File: src/rtl/axi_arb_pkg.sv
// axi_arb_pkg: shared AXI response/burst constants, arbiter state type and index-width helper.
package axi_arb_pkg;
    localparam logic [1:0] OKAY = 2'b00;
    localparam logic [1:0] SLVERR = 2'b10;
    localparam logic [1:0] BURST_FIXED = 2'b00;
    localparam logic [1:0] BURST_INCR = 2'b01;
    localparam logic [1:0] BURST_WRAP = 2'b10;
    typedef enum logic {ARB_IDLE, ARB_LOCKED} arb_state_e;
    function automatic int idx_w(input int n);
        return (n < 2) ? 1 : $clog2(n);
    endfunction
endpackage

File: src/rtl/axi_arb_route_fifo.sv
// axi_arb_route_fifo: synchronous FIFO holding owner indices of outstanding transactions.
module axi_arb_route_fifo #(
    parameter int WIDTH = 3,
    parameter int DEPTH = 4
) (
    input  logic             clk,
    input  logic             rst,
    input  logic             push,
    input  logic             pop,
    input  logic [WIDTH-1:0] din,
    output logic             full,
    output logic             empty,
    output logic [WIDTH-1:0] head
);
    localparam int PW = $clog2(DEPTH);
    logic [WIDTH-1:0] mem [DEPTH];
    logic [PW-1:0] wp, rp;
    logic [PW:0] cnt;
    logic do_push, do_pop;
    assign full = cnt == (PW + 1)'(DEPTH);
    assign empty = cnt == '0;
    // a full FIFO refuses a push even when it pops in the same cycle
    assign do_push = push & ~full;
    assign do_pop = pop & ~empty;
    assign head = mem[rp];
    always_ff @(posedge clk or posedge rst)
        if (rst) begin
            wp <= '0;
            rp <= '0;
            cnt <= '0;
        end else begin
            if (do_push) wp <= wp + 1'b1;
            if (do_pop) rp <= rp + 1'b1;
            cnt <= cnt + (PW + 1)'(do_push) - (PW + 1)'(do_pop);
        end
    always_ff @(posedge clk)
        if (do_push) mem[wp] <= din;
endmodule

File: src/rtl/axi_rr_arb_mo.sv
// axi_rr_arb_mo: N:1 AXI arbiter, independent round-robin AW/AR with in-order owner FIFOs.
// Define AXI_ARB_PRIO_EN to give master 0 strict priority on AW and AR.
module axi_rr_arb_mo
    import axi_arb_pkg::*;
#(
    parameter int N = 8,
    parameter int ADDR_WIDTH = 16,
    parameter int DATA_WIDTH = 24,
    parameter int STRB_WIDTH = 4,
    parameter int ID_WIDTH = 4,
    parameter int OT_DEPTH = 4
) (
    input  logic                       clk,
    input  logic                       rst,
    input  logic [N-1:0]               m_awvalid,
    output logic [N-1:0]               m_awready,
    input  logic [N*ADDR_WIDTH-1:0]    m_awaddr,
    input  logic [N*ID_WIDTH-1:0]      m_awid,
    input  logic [N*8-1:0]             m_awlen,
    input  logic [N*3-1:0]             m_awsize,
    input  logic [N*2-1:0]             m_awburst,
    input  logic [N-1:0]               m_wvalid,
    output logic [N-1:0]               m_wready,
    input  logic [N*DATA_WIDTH-1:0]    m_wdata,
    input  logic [N*STRB_WIDTH-1:0]    m_wstrb,
    input  logic [N-1:0]               m_wlast,
    output logic [N-1:0]               m_bvalid,
    input  logic [N-1:0]               m_bready,
    output logic [N*2-1:0]             m_bresp,
    output logic [N*ID_WIDTH-1:0]      m_bid,
    input  logic [N-1:0]               m_arvalid,
    output logic [N-1:0]               m_arready,
    input  logic [N*ADDR_WIDTH-1:0]    m_araddr,
    input  logic [N*ID_WIDTH-1:0]      m_arid,
    input  logic [N*8-1:0]             m_arlen,
    input  logic [N*3-1:0]             m_arsize,
    input  logic [N*2-1:0]             m_arburst,
    output logic [N-1:0]               m_rvalid,
    input  logic [N-1:0]               m_rready,
    output logic [N*DATA_WIDTH-1:0]    m_rdata,
    output logic [N*2-1:0]             m_rresp,
    output logic [N-1:0]               m_rlast,
    output logic [N*ID_WIDTH-1:0]      m_rid,
    output logic                       s_awvalid,
    input  logic                       s_awready,
    output logic [ADDR_WIDTH-1:0]      s_awaddr,
    output logic [ID_WIDTH-1:0]        s_awid,
    output logic [7:0]                 s_awlen,
    output logic [2:0]                 s_awsize,
    output logic [1:0]                 s_awburst,
    output logic                       s_wvalid,
    input  logic                       s_wready,
    output logic [DATA_WIDTH-1:0]      s_wdata,
    output logic [STRB_WIDTH-1:0]      s_wstrb,
    output logic                       s_wlast,
    input  logic                       s_bvalid,
    output logic                       s_bready,
    input  logic [1:0]                 s_bresp,
    input  logic [ID_WIDTH-1:0]        s_bid,
    output logic                       s_arvalid,
    input  logic                       s_arready,
    output logic [ADDR_WIDTH-1:0]      s_araddr,
    output logic [ID_WIDTH-1:0]        s_arid,
    output logic [7:0]                 s_arlen,
    output logic [2:0]                 s_arsize,
    output logic [1:0]                 s_arburst,
    input  logic                       s_rvalid,
    output logic                       s_rready,
    input  logic [DATA_WIDTH-1:0]      s_rdata,
    input  logic [1:0]                 s_rresp,
    input  logic                       s_rlast,
    input  logic [ID_WIDTH-1:0]        s_rid
);
    localparam int IDX_W = idx_w(N);
`ifdef AXI_ARB_PRIO_EN
    localparam bit PRIO = 1'b1;
`else
    localparam bit PRIO = 1'b0;
`endif
    logic [1:0][N-1:0] req;
    logic [1:0][IDX_W-1:0] win;
    logic [1:0] sv, hs, sr, ok;
    logic wf_full, wf_empty, bf_full, bf_empty, rf_full, rf_empty;
    logic [IDX_W-1:0] wh, bh, rh;
    logic w_act, b_own, r_own;
    assign req = {m_arvalid, m_awvalid};
    assign sr = {s_arready, s_awready};
    // rst gating keeps every master-facing ready low while reset is held
    assign ok = {~rst & ~rf_full, ~rst & ~wf_full & ~bf_full};
    // index 0 arbitrates AW, index 1 arbitrates AR
    for (genvar d = 0; d < 2; d++) begin : g_arb
        arb_state_e state_q, state_d;
        logic [IDX_W-1:0] ptr, lock, pick, j;
        logic found;
        always_comb begin
            found = 1'b0;
            pick = ptr;
            j = '0;
            if (PRIO && req[d][0]) begin
                found = 1'b1;
                pick = '0;
            end
            for (int k = 0; k < N; k++) begin
                j = IDX_W'((int'(ptr) + k) % N);
                if (!found && req[d][j]) begin
                    found = 1'b1;
                    pick = j;
                end
            end
        end
        assign win[d] = (state_q == ARB_LOCKED) ? lock : pick;
        assign sv[d] = ok[d] & ((state_q == ARB_LOCKED) ? req[d][lock] : found);
        assign hs[d] = sv[d] & sr[d];
        always_comb begin
            state_d = state_q;
            if (hs[d]) state_d = ARB_IDLE;
            else if (sv[d]) state_d = ARB_LOCKED;
        end
        always_ff @(posedge clk or posedge rst)
            if (rst) begin
                state_q <= ARB_IDLE;
                ptr <= '0;
                lock <= '0;
            end else begin
                state_q <= state_d;
                if (state_q == ARB_IDLE) lock <= pick;
                if (hs[d] && !(PRIO && win[d] == '0))
                    ptr <= (int'(win[d]) == N - 1) ? '0 : win[d] + 1'b1;
            end
    end
    axi_arb_route_fifo #(.WIDTH(IDX_W), .DEPTH(OT_DEPTH)) u_wf (
        .clk(clk), .rst(rst), .push(hs[0]), .pop(s_wvalid & s_wready & s_wlast),
        .din(win[0]), .full(wf_full), .empty(wf_empty), .head(wh));
    axi_arb_route_fifo #(.WIDTH(IDX_W), .DEPTH(OT_DEPTH)) u_bf (
        .clk(clk), .rst(rst), .push(hs[0]), .pop(s_bvalid & s_bready),
        .din(win[0]), .full(bf_full), .empty(bf_empty), .head(bh));
    axi_arb_route_fifo #(.WIDTH(IDX_W), .DEPTH(OT_DEPTH)) u_rf (
        .clk(clk), .rst(rst), .push(hs[1]), .pop(s_rvalid & s_rready & s_rlast),
        .din(win[1]), .full(rf_full), .empty(rf_empty), .head(rh));
    assign s_awvalid = sv[0];
    assign s_awaddr = sv[0] ? m_awaddr[win[0]*ADDR_WIDTH +: ADDR_WIDTH] : '0;
    assign s_awid = sv[0] ? m_awid[win[0]*ID_WIDTH +: ID_WIDTH] : '0;
    assign s_awlen = sv[0] ? m_awlen[win[0]*8 +: 8] : '0;
    assign s_awsize = sv[0] ? m_awsize[win[0]*3 +: 3] : '0;
    assign s_awburst = sv[0] ? m_awburst[win[0]*2 +: 2] : '0;
    assign m_awready = sv[0] ? N'(s_awready) << win[0] : '0;
    assign s_arvalid = sv[1];
    assign s_araddr = sv[1] ? m_araddr[win[1]*ADDR_WIDTH +: ADDR_WIDTH] : '0;
    assign s_arid = sv[1] ? m_arid[win[1]*ID_WIDTH +: ID_WIDTH] : '0;
    assign s_arlen = sv[1] ? m_arlen[win[1]*8 +: 8] : '0;
    assign s_arsize = sv[1] ? m_arsize[win[1]*3 +: 3] : '0;
    assign s_arburst = sv[1] ? m_arburst[win[1]*2 +: 2] : '0;
    assign m_arready = sv[1] ? N'(s_arready) << win[1] : '0;
    assign w_act = ~wf_empty & m_wvalid[wh];
    assign s_wvalid = w_act;
    assign s_wdata = w_act ? m_wdata[wh*DATA_WIDTH +: DATA_WIDTH] : '0;
    assign s_wstrb = w_act ? m_wstrb[wh*STRB_WIDTH +: STRB_WIDTH] : '0;
    assign s_wlast = w_act & m_wlast[wh];
    assign m_wready = wf_empty ? '0 : N'(s_wready) << wh;
    assign b_own = ~bf_empty & s_bvalid;
    assign r_own = ~rf_empty & s_rvalid;
    assign s_bready = ~bf_empty & m_bready[bh];
    assign s_rready = ~rf_empty & m_rready[rh];
    assign m_bvalid = b_own ? N'(1) << bh : '0;
    assign m_rvalid = r_own ? N'(1) << rh : '0;
    always_comb begin
        m_bresp = '0;
        m_bid = '0;
        m_rdata = '0;
        m_rresp = '0;
        m_rlast = '0;
        m_rid = '0;
        if (b_own) begin
            m_bresp[bh*2 +: 2] = s_bresp;
            m_bid[bh*ID_WIDTH +: ID_WIDTH] = s_bid;
        end
        if (r_own) begin
            m_rdata[rh*DATA_WIDTH +: DATA_WIDTH] = s_rdata;
            m_rresp[rh*2 +: 2] = s_rresp;
            m_rlast[rh] = s_rlast;
            m_rid[rh*ID_WIDTH +: ID_WIDTH] = s_rid;
        end
    end
endmodule

File: config.mk
export PLATFORM = sky130hd
export DESIGN_NAME = axi_rr_arb_mo
export DESIGN_NICKNAME = d
export VERILOG_FILES = /design/src/rtl/axi_arb_pkg.sv /design/src/rtl/axi_arb_route_fifo.sv /design/src/rtl/axi_rr_arb_mo.sv
export SDC_FILE = /design/constraint.sdc
export NUM_CORES = 1
export LEC_CHECK = 0
export ABC_AREA = 1
export BUFFER_PORTS_ARGS = -buffer_cell sky130_fd_sc_hd__buf_4
export CAP_MARGIN = 20
export CORE_AREA = 2 2 504 506
export DETAILED_ROUTE_END_ITERATION = 10
export DIE_AREA = 0 0 506 508
export MAX_ROUTING_LAYER = met4
export SYNTH_ARGS = -nofsm -noshare
export SYNTH_HDL_FRONTEND = slang
export SYNTH_SLANG_ARGS = --single-unit
File: constraint.sdc
create_clock -name clk -period 4.7 [get_ports clk]
set_clock_uncertainty 0.05 [all_clocks]
set_input_delay 0.94 -clock clk [delete_from_list [all_inputs] [get_ports clk]]
set_output_delay 0.94 -clock clk [all_outputs]
set_load 0.01 [all_outputs]
# Yosys cells after proc, flatten, opt, wreduce, memory -nomap -nowiden
# Memories as Yosys holds them, arrays and structs flattened.
# Index checks and enable logic that the tools add are counted.
[classes]
addsub = 33
multipliers = 4
order_cmp = 22
eq_ne = 5
shifts = 27
muxes = 115
bitwise_logic = 37
reduce_logical = 34
[ops]
columns = ["operator", "count"]
rows = [
  ["variable part select 128 x 8 -> 16 bit", 2],
  ["AND 192 bit", 1],
  ["two-way mux 192 bit", 1],
  ["variable shift 24 x 34 -> 192 bit (first input constant)", 1],
  ["variable part select 192 x 9 -> 24 bit", 1],
  ["variable part select 24 x 34 -> 192 bit", 1],
  ["variable part select 64 x 7 -> 8 bit", 2],
  ["variable part select 32 x 6 -> 4 bit", 3],
  ["< comparator 3 x 4 -> 1 bit (second input constant)", 21],
  ["negator 4 -> 34 bit", 2],
  ["negator 5 -> 34 bit", 2],
  ["variable shift 2 x 34 -> 16 bit (first input constant)", 2],
  ["variable shift 4 x 34 -> 32 bit (first input constant)", 2],
  ["variable part select 2 x 34 -> 16 bit", 2],
  ["variable part select 4 x 34 -> 32 bit", 2],
  ["binary-select mux 1 bit (select 3 bit)", 22],
  ["AND 32 bit", 2],
  ["two-way mux 16 bit", 4],
  ["two-way mux 32 bit", 2],
  ["two-way mux 8 bit", 8],
  ["two-way mux 3 bit", 20],
  ["two-way mux 1 bit", 51],
  ["variable part select 24 x 6 -> 3 bit", 2],
  ["negator 8 -> 34 bit", 1],
  ["other kinds (25)", 120],
]
[totals]
regBits = 35
ramBits = 36
inputBits = 844
elab_cells = 295
mem_count = 3
[mem_list]
columns = ["name", "depth", "word_bits", "read_ports", "rd_clocked_by_memory_dff", "wr", "line", "rtl"]
rows = [
  ["u_bf.mem", 4, 3, 1, 0, 1, "axi_arb_route_fifo.sv:16", "logic [WIDTH-1:0] mem [DEPTH];"],
  ["u_rf.mem", 4, 3, 1, 0, 1, "axi_arb_route_fifo.sv:16", ""],
  ["u_wf.mem", 4, 3, 1, 0, 1, "axi_arb_route_fifo.sv:16", ""],
]

# Longest topological paths before layout
# Gate-level depths: netlist of the first run.
[logic_depth]
depth_word = 30
depth_mapped = 27
mapped_depth_nobuf = 26

# Hierarchy
# Synthesis of the first run repeated with hierarchy kept, for this count alone.
[unflattened]
hier_cells = 3817
hier_area_um2 = 18825.6
[modules_own_cells]
columns = ["mod", "n_inst", "cells_each", "area_per_inst_um2", "seq_area_each_um2"]
rows = [
  ["axi_rr_arb_mo", 1, 3524, 15975.3, 350.3],
  ["axi_arb_route_fifo (u_bf ...)", 2, 97, 948.4, 535.5],
  ["axi_arb_route_fifo (u_rf)", 1, 99, 953.4, 535.5],
]

# Worst setup path after synthesis of the first run
# OpenSTA, ideal clock, no wires.
[synth_timing]
path_kind = "reg-to-output"
start = "register u_rf.rp[0]"
end = "output port m_rdata[136]"
arrival_time_ns = 4.166
t_required_ns = 3.710
path_slack_ns = -0.456
path_stages_with_launch = 22
path_cell_list = "dfrtp_1 buf_4 inv_2 nand2_1 nand3_1 nand2_1 inv_2 clkbuf_1 clkbuf_1 ha_1 fa_1 nor2_1 inv_1 nor2_1 ha_1 clkbuf_1 clkinv_1 nor2_1 inv_1 nor3_1 a32oi_1 nor2_1"
[synth_via]
elab_chain_cells = 6
elab_cells_between_ends = 7
[synth_rtl]
columns = ["element", "line", "rtl"]
rows = [
  ["from (decl)", "axi_arb_route_fifo.sv:17", "logic [PW-1:0] wp, rp;"],
  ["from (signal assigned)", "axi_arb_route_fifo.sv:33", "if (do_pop) rp <= rp + 1'b1;"],
  ["memory read (4 x 3 bit) (*)", "--", ""],
  ["multiplier 3 x 2 -> 5 bit (*)", "axi_rr_arb_mo.sv:178", "m_rdata[rh*DATA_WIDTH +: DATA_WIDTH] = s_rdata;"],
  ["negator 8 -> 34 bit (*)", "axi_rr_arb_mo.sv:178", ""],
  ["variable part select 24 x 34 -> 192 bit or variable shift 24 x 34 -> 192 bit (tied branches)", "axi_rr_arb_mo.sv:178", ""],
  ["AND 192 bit (no source line) (*)", "--", ""],
  ["two-way mux 192 bit (*)", "axi_rr_arb_mo.sv:177", "if (r_own) begin"],
  ["to (decl)", "axi_rr_arb_mo.sv:40", "output logic [N*DATA_WIDTH-1:0] m_rdata,"],
]
# Every way passes the cells marked *; elsewhere a longest branch is shown, timed or not.

# Final worst setup path of the first run
[layout_timing]
start = "register u_rf.rp[0]"
end = "output port m_rdata[14]"
# The elaborated chain is that of the path after synthesis.

==> run_results.csv, run 1 <==
group,metric,value,unit
status,status,"finished with violations",
status,violations,"negative setup slack",
sta,worst_slack,-0.124,ns
clocking,cts_hold_buf,0,
global_route,grt_use_total,13.6,%
clocking,cts_tree,"built",
synth,synth_area,19100,um2
final_layout,drive_gt1_share,43.4,%
clocking,cts_sinks,71,
sta,rsz0062_at_grt,"yes",
place,place.port_buffers,1279,
final_layout,area_delta_synth_final,112,%
sta,tightest_slew,1.01,ns
sta,slew_violations,0,
floorplan,num_rows,185,
critical_path,path_common_cell,"buf_6",
synth,ys.flop_type,"edfxtp_1",
drt,wl_per_cell,21.9,um
global_route,grt_pass1_vias,30400,
floorplan,die_w,506,um
drt,drt_pre_antenna_iters,6,
critical_path,path_class,"reg -> out",
sta,min_period_over_period,103,%
sta,slew_headroom,32.7,%
final_layout,fin_nets,6260,
min_path,hp-class,"reg -> reg",
clocking,insertion_delay,0.38,ns
critical_path,crit_arrival,3.83,ns
global_route,antenna_found_initial,53,
final_layout,multi_input_area,16700,um2
sta,setup_viol,59,
clocking,clock-root-buffer,"clkbuf_16",
synth,syn_nets,4782,
critical_path,worst-path-stages,19,
drt,viasPerCell,3.80,
critical_path,r2r_cells,22,
sta,finalHoldViolCount,0,
critical_path,slowest_delay,0.48,ns
drt,routed_wl,192000,um
sta,fmaxAchievable,0.207,GHz
final_layout,num-fill-cells,29400,
drt,vias,33300,
clocking,h-tree-depth,3,
floorplan,coreArea,252000,um2
global_route,grt_max_degree,97,
synth,ys_types,53,
floorplan,die-area,257000,um2
sta,holdWs,0.473,ns
final_layout,regArea,1960,um2
synth,syn_avg_cell_area,4.91,um2
drt,drc,0,
critical_path,critPathTopFamily,"buffers and inverters",
place,place.gp.congestion,1.01,
clocking,numCtsBuffers,9,
min_path,min_path_cells,1,
synth,synthCells,3889,
synth,synth_edf_count,36,
clocking,cts.clk_slew.worst_paths,0.07,ns
critical_path,start_kind,"flip-flop",
critical_path,critPathMaxFanout,8,
critical_path,critPathCaptureType,"output pin",
synth,synth_seq_cells,71,
synth,async_reset_ff_share,49.3,%
clocking,cts_max_path_buffers,2,
critical_path,path_buf_inv,9,
critical_path,crit_chain,"clkinv_4 -> nand2_4 -> a32oi_4 -> buf_12 -> ha_4 -> fa_2 -> buf_6 -> nor2_4 -> inv_2 -> nor2_4 -> buf_6 -> nor2_4 -> buf_6 -> nor4_4 -> buf_6 -> buf_8 -> a21oi_2 -> a211oi_2 -> buf_4",
global_route,grt_pass1_wl,240000,um
final_layout,layout_common_cells,"buf_4 (1,446), nand2_1 (1,024), inv_1 (519)",
floorplan,start_util,7.57,%
synth,yosys_warnings,0,
final_layout,mostFrequentLayoutCell,"buf_4",
critical_path,critPathSlowestCell,"dfrtp_2",
place,placed_area,34200,um2
final_layout,final_area,40600,um2
floorplan,die_h,508,um
floorplan,pin_count,1280,
drt,ant_nets,0,
run,drv_cap,0,
sta,period_minus_slack,4.82,ns
synth,yosysSeqAreaShare,10.2,%
global_route,grt-ovfl-total,0,
drt,drtIter0Drc,3153,
place,hpwl,155000,um
critical_path,worstPathRequired,3.71,ns
[flip-flops by register name, summed over array words and instances (netlist names), 3 cells and up]
name        count
u_rf.mem       12
u_bf.mem       12
u_wf.mem       12
u_bf.cnt        3
g_arb.lock      6
u_rf.cnt        3
u_wf.cnt        3
g_arb.ptr       6
[final cells by class]
| type | instances | area share (%) |
|---|---|---|
| multi-input combinational | 3008 | 41.2 |
| timing repair buffer | 1708 | 37.2 |
| tap | 3366 | 10.4 |
| inverter | 568 | 5.45 |
| sequential | 71 | 4.83 |
| clock buffer | 9 | 0.555 |
| antenna | 36 | 0.222 |
| clock inverter | 7 | 0.151 |
| timing repair inverter | 1 | 0.0216 |
[worst paths after layout]
check                                        from                          end  slack (ns)
setup / recovery           u_rf.rp[0]$_DFFE_PP0P_                  m_rdata[14]       -0.12
min in group asynchronous                     rst       u_rf.wp[1]$_DFFE_PP0P_        0.74
max in group asynchronous                     rst  g_arb[0].ptr[2]$_DFFE_PP0P_        3.21
hold reg to reg            u_wf.rp[1]$_DFFE_PP0P_       u_wf.rp[1]$_DFFE_PP0P_        0.47
setup reg to reg           u_wf.rp[0]$_DFFE_PP0P_        u_wf.cnt[2]$_DFF_PP0_        0.34
hold / removal             u_wf.rp[1]$_DFFE_PP0P_       u_wf.rp[1]$_DFFE_PP0P_        0.47
[Yosys cell counts (5+ instances only)]
master	instances	area [um2]
o22ai_1	10	62.6
o21ai_0	131	656
buf_2	67	335
or2_2	9	56.3
nor2_2	5	31.3
nor3_1	100	500
a21oi_1	104	521
inv_1	541	2030
a31oi_1	12	75.1
inv_2	23	86.3
edfxtp_1	36	1080
nor2_4	5	56.3
a32oi_1	12	105
xnor2_1	5	43.8
buf_4	26	195
a22oi_1	9	67.6
ha_1	45	563
buf_6	11	124
nand3_1	661	3310
clkbuf_1	105	394
nand2_1	1224	4590
nand3_2	6	60.1
xor2_1	13	114
nor2_1	514	1930
buf_1	33	124
a211oi_1	16	120
dfrtp_1	35	876
nand2_2	15	93.8
nand4_1	78	488
[routing by layer]
layer	GRT usage, %	vias up	share of wire (%)
li1	-	15300	-
met1	15.6	15500	38
met2	22.5	2056	47
met3	2.89	395	8.7
met4	6.78	0	6.5
met5	-	-	0
[through the flow]
stage / instances / util, % / worst slack [ns] / TNS, ns
after floorplan: 3889 / - / 0.0337 / 0
after global placement: 8544 / 13.6 / -0.248 / -0.616
after detailed placement: 8544 / 13.6 / -0.200 / -0.602
after CTS: 8625 / 14.5 / -0.130 / -1.23
after global routing: 8770 / 16.1 / -0.280 / -29.28
final: 8774 / 16.1 / -0.124 / -2.18
[worst reg2reg max path: stages, from the launching register on]
cell and delay (ns):
dfrtp_1 0.47, inv_2 0.13, nand2_1 0.08, nand3_1 0.17
nand2_8 0.24, buf_4 0.28, nor2_1 0.06, o22ai_1 0.24
buf_4 0.25, nand2_1 0.08, nand2_1 0.28, inv_1 0.10
or3_1 0.31, inv_1 0.16, nand2_1 0.13, buf_4 0.20
inv_1 0.08, ha_1 0.22, inv_1 0.05, ha_1 0.12
inv_1 0.04, fa_1 0.37, xnor2_1 0.18
[cells by family after synthesis]
group	Yosys count	synth area share, %
AO/OA/AOI/OAI	313	9.31
XOR/XNOR	19	0.910
adder cells (fa/ha/maj)	49	3.37
buffers and inverters	810	17.3
flip-flops	71	10.2
multiplexers	2	0.105
AND/OR/NAND/NOR	2625	58.8
[repair_timing]
item | 4_1_cts | 5_1_grt
endpoints found under the setup margin | 246 | 276
cloned | 12 | 39
buffers inserted | 59 | 84
resized for setup | 302 | 647
pin swaps | 79 | 232
Power of run 1 is left out: the tool's default activity adds up to more than one toggle a clock period on the data nets, which glitch-free logic cannot reach.
==> inputs of run 2 (changes only) <==
--- a/config.mk
+++ b/config.mk
@@ -12,6 +12,7 @@
 export DETAILED_ROUTE_END_ITERATION = 10
 export DIE_AREA = 0 0 506 508
 export MAX_ROUTING_LAYER = met4
+export RECOVER_POWER = 100
 export SYNTH_ARGS = -nofsm -noshare
 export SYNTH_HDL_FRONTEND = slang
 export SYNTH_SLANG_ARGS = --single-unit
==> run 2 against run 1 <==
Net effect: flip-flop and latch count unchanged; via count about the same; die area is the same; global-route usage unchanged; non-clock buffer count unchanged; the flow still finishes with violations (negative setup slack); final cell count unchanged; clock-buffer cell count stayed put; final area about the same; highest routed layer unchanged; critical path depth unchanged; hold slack about the same; fmax down 0.34%.
==> run_results.csv, run 2 (same netlist as run 1, synthesis figures left out) <==
group,metric,value,unit
status,status,"finished with violations",
status,violations,"negative setup slack",
final_layout,top_regs,"u_bf.mem x12, u_rf.mem x12, u_wf.mem x12",
floorplan,pin_count,1280,
sta,slew_headroom,12.3,%
run,drv_cap,0,
sta,min_period_over_period,103,%
drt,wl_met2,90000,um
sta,setup_viol,76,
sta,period_minus_slack,4.84,ns
min_path,min_to,"u_wf.rp[1]$_DFFE_PP0P_",
drt,wl_per_cell,21.9,um
global_route,grt_max_degree,97,
final_layout,final_area,40500,um2
min_path,min_path_cells,1,
final_layout,utilization,16.1,%
drt,drt_pre_antenna_iters,6,
drt,m1WireLength,73100,um
place,dp_cells,8544,
critical_path,path_common_cell,"buf_6",
clocking,cts_sinks,71,
critical_path,worstPathRequired,3.71,ns
final_layout,num-fill-cells,29400,
global_route,grt_use_total,13.6,%
global_route,grt_pass1_wl,240000,um
clocking,cts.clk_slew.worst_paths,0.06,ns
final_layout,layout_common_cells,"buf_4 (1,440), nand2_1 (1,024), inv_1 (521)",
clocking,clock-root-buffer,"clkbuf_16",
final_layout,area_delta_synth_final,112,%
critical_path,slowest_delay,0.48,ns
sta,worst_slack,-0.141,ns
global_route,antenna_found_initial,52,
place,place.gp.congestion,1.01,
global_route,grt-ovfl-total,0,
clocking,numCtsBuffers,9,
sta,fmaxAchievable,0.207,GHz
drt,routed_wl,192000,um
drt,highest_layer,"met4",
floorplan,die-area,257000,um2
final_layout,drive_gt1_share,43.2,%
floorplan,num_rows,185,
critical_path,critPathMaxFanout,8,
final_layout,finalNonFillerCells,8774,
floorplan,coreArea,252000,um2
drt,drtIter0Drc,3229,
drt,viasPerCell,3.80,
min_path,hp-start,"u_wf.rp[1]$_DFFE_PP0P_",
drt,drc,0,
place,hpwl,155000,um
critical_path,crit_arrival,3.85,ns
drt,vias,33300,
sta,finalHoldViolCount,0,
floorplan,die_w,506,um
clocking,h-tree-depth,3,
final_layout,mostFrequentLayoutCell,"buf_4",
floorplan,die_h,508,um
place,place.port_buffers,1279,
sta,holdWs,0.473,ns
sta,rsz0062_at_grt,"yes",
floorplan,start_util,7.57,%
global_route,grt_pass1_vias,30400,
clocking,insertion_delay,0.38,ns
sta,slew_violations,0,
place,placed_area,34200,um2
clocking,cts_tree,"built",
critical_path,crit_chain,"clkinv_4 -> nand2_4 -> a32oi_4 -> buf_12 -> ha_4 -> fa_2 -> buf_6 -> nor2_4 -> inv_2 -> nor2_4 -> buf_6 -> nor2_4 -> buf_6 -> nor4_4 -> buf_6 -> buf_8 -> a21oi_2 -> a211oi_2 -> buf_4",
sta,tightest_slew,1.32,ns
critical_path,path_class,"reg -> out",
critical_path,start_kind,"flip-flop",
critical_path,critPathCaptureType,"output pin",
critical_path,critPathSlowestCell,"dfrtp_2",
critical_path,r2r_slack,0.37,ns
clocking,cts_max_path_buffers,2,
critical_path,r2r_start,"u_wf.rp[0]$_DFFE_PP0P_",
final_layout,fin_nets,6260,
drt,ant_nets,0,
critical_path,r2r_end,"u_wf.cnt[2]$_DFF_PP0_",
critical_path,r2r_cells,22,
min_path,hp-class,"reg -> reg",
drt,wl_met3,16700,um
[run 2: changes by cell type in the layout (fill, tap and decap cells not counted), sizes merged]
cell,change
clkinvlp,+1
clkinv,-1
clkbuf,+6
buf,-6
[run 2: what timing repair did]
action | 4_1_cts | 5_1_grt
gates cloned | 12 | 39
endpoints found under the setup margin | 246 | 276
endpoints found under the hold margin | 0 | 0
hold buffers | 0 | 0
buffers inserted | 59 | 84
pin swaps | 79 | 232
gates resized for setup | 302 | 647
[run 2: final cells by class]
class	instances	area, um2	share of cell area, %
clock buffers	9	225	0.555
diodes	36	90.1	0.222
flip-flops and latches	71	1960	4.84
inverters	568	2210	5.45
repair inverters	1	8.76	0.0216
well taps	3366	4210	10.4
clock inverters	7	61.3	0.151
multi-input cells	3008	16700	41.2
repair buffers	1708	15100	37.2
[run 2: worst max-delay path by stage]
stage	cells past startpoint	start	end	slack (ns)
after CTS	19	u_rf.rp[0]$_DFFE_PP0P_	m_rdata[11]	-0.13
after detailed placement	22	m_arvalid[3]	s_arid[2]	-0.20
after floorplan	19	u_rf.rp[0]$_DFFE_PP0P_	m_rdata[21]	0.03
final	19	u_rf.rp[0]$_DFFE_PP0P_	m_rdata[14]	-0.14
after global routing	25	g_arb[0].ptr[1]$_DFFE_PP0P_	s_awlen[6]	-0.29
after global placement	22	m_arvalid[3]	s_arid[2]	-0.25
[run 2: worst max-delay path: cells and delay by family (launching register included)]
kind	cells	cell delay [ns]
adders and majority gates	2	0.61
and+or+nand+nor	5	0.59
buffers and inverters	9	1.25
DFF	1	0.48
AOI/OAI and AO/OA	3	0.55
[run 2: metrics by stage]
step / worst slack, ns / setup TNS (ns)
CTS: -0.130 / -1.23
detailed placement: -0.200 / -0.602
global route: -0.292 / -37.26
global placement: -0.248 / -0.616
floorplan: 0.0337 / 0
finish: -0.141 / -3.01
[run 2: routing by layer]
| layer | GRT usage (%) | vias to the layer above |
|---|---|---|
| li1 | - | 15300 |
| met1 | 15.6 | 15500 |
| met3 | 2.89 | 422 |
| met4 | 6.78 | 0 |
| met2 | 22.5 | 2066 |
| met5 | - | - |
Power of run 2 is left out for the same reason.
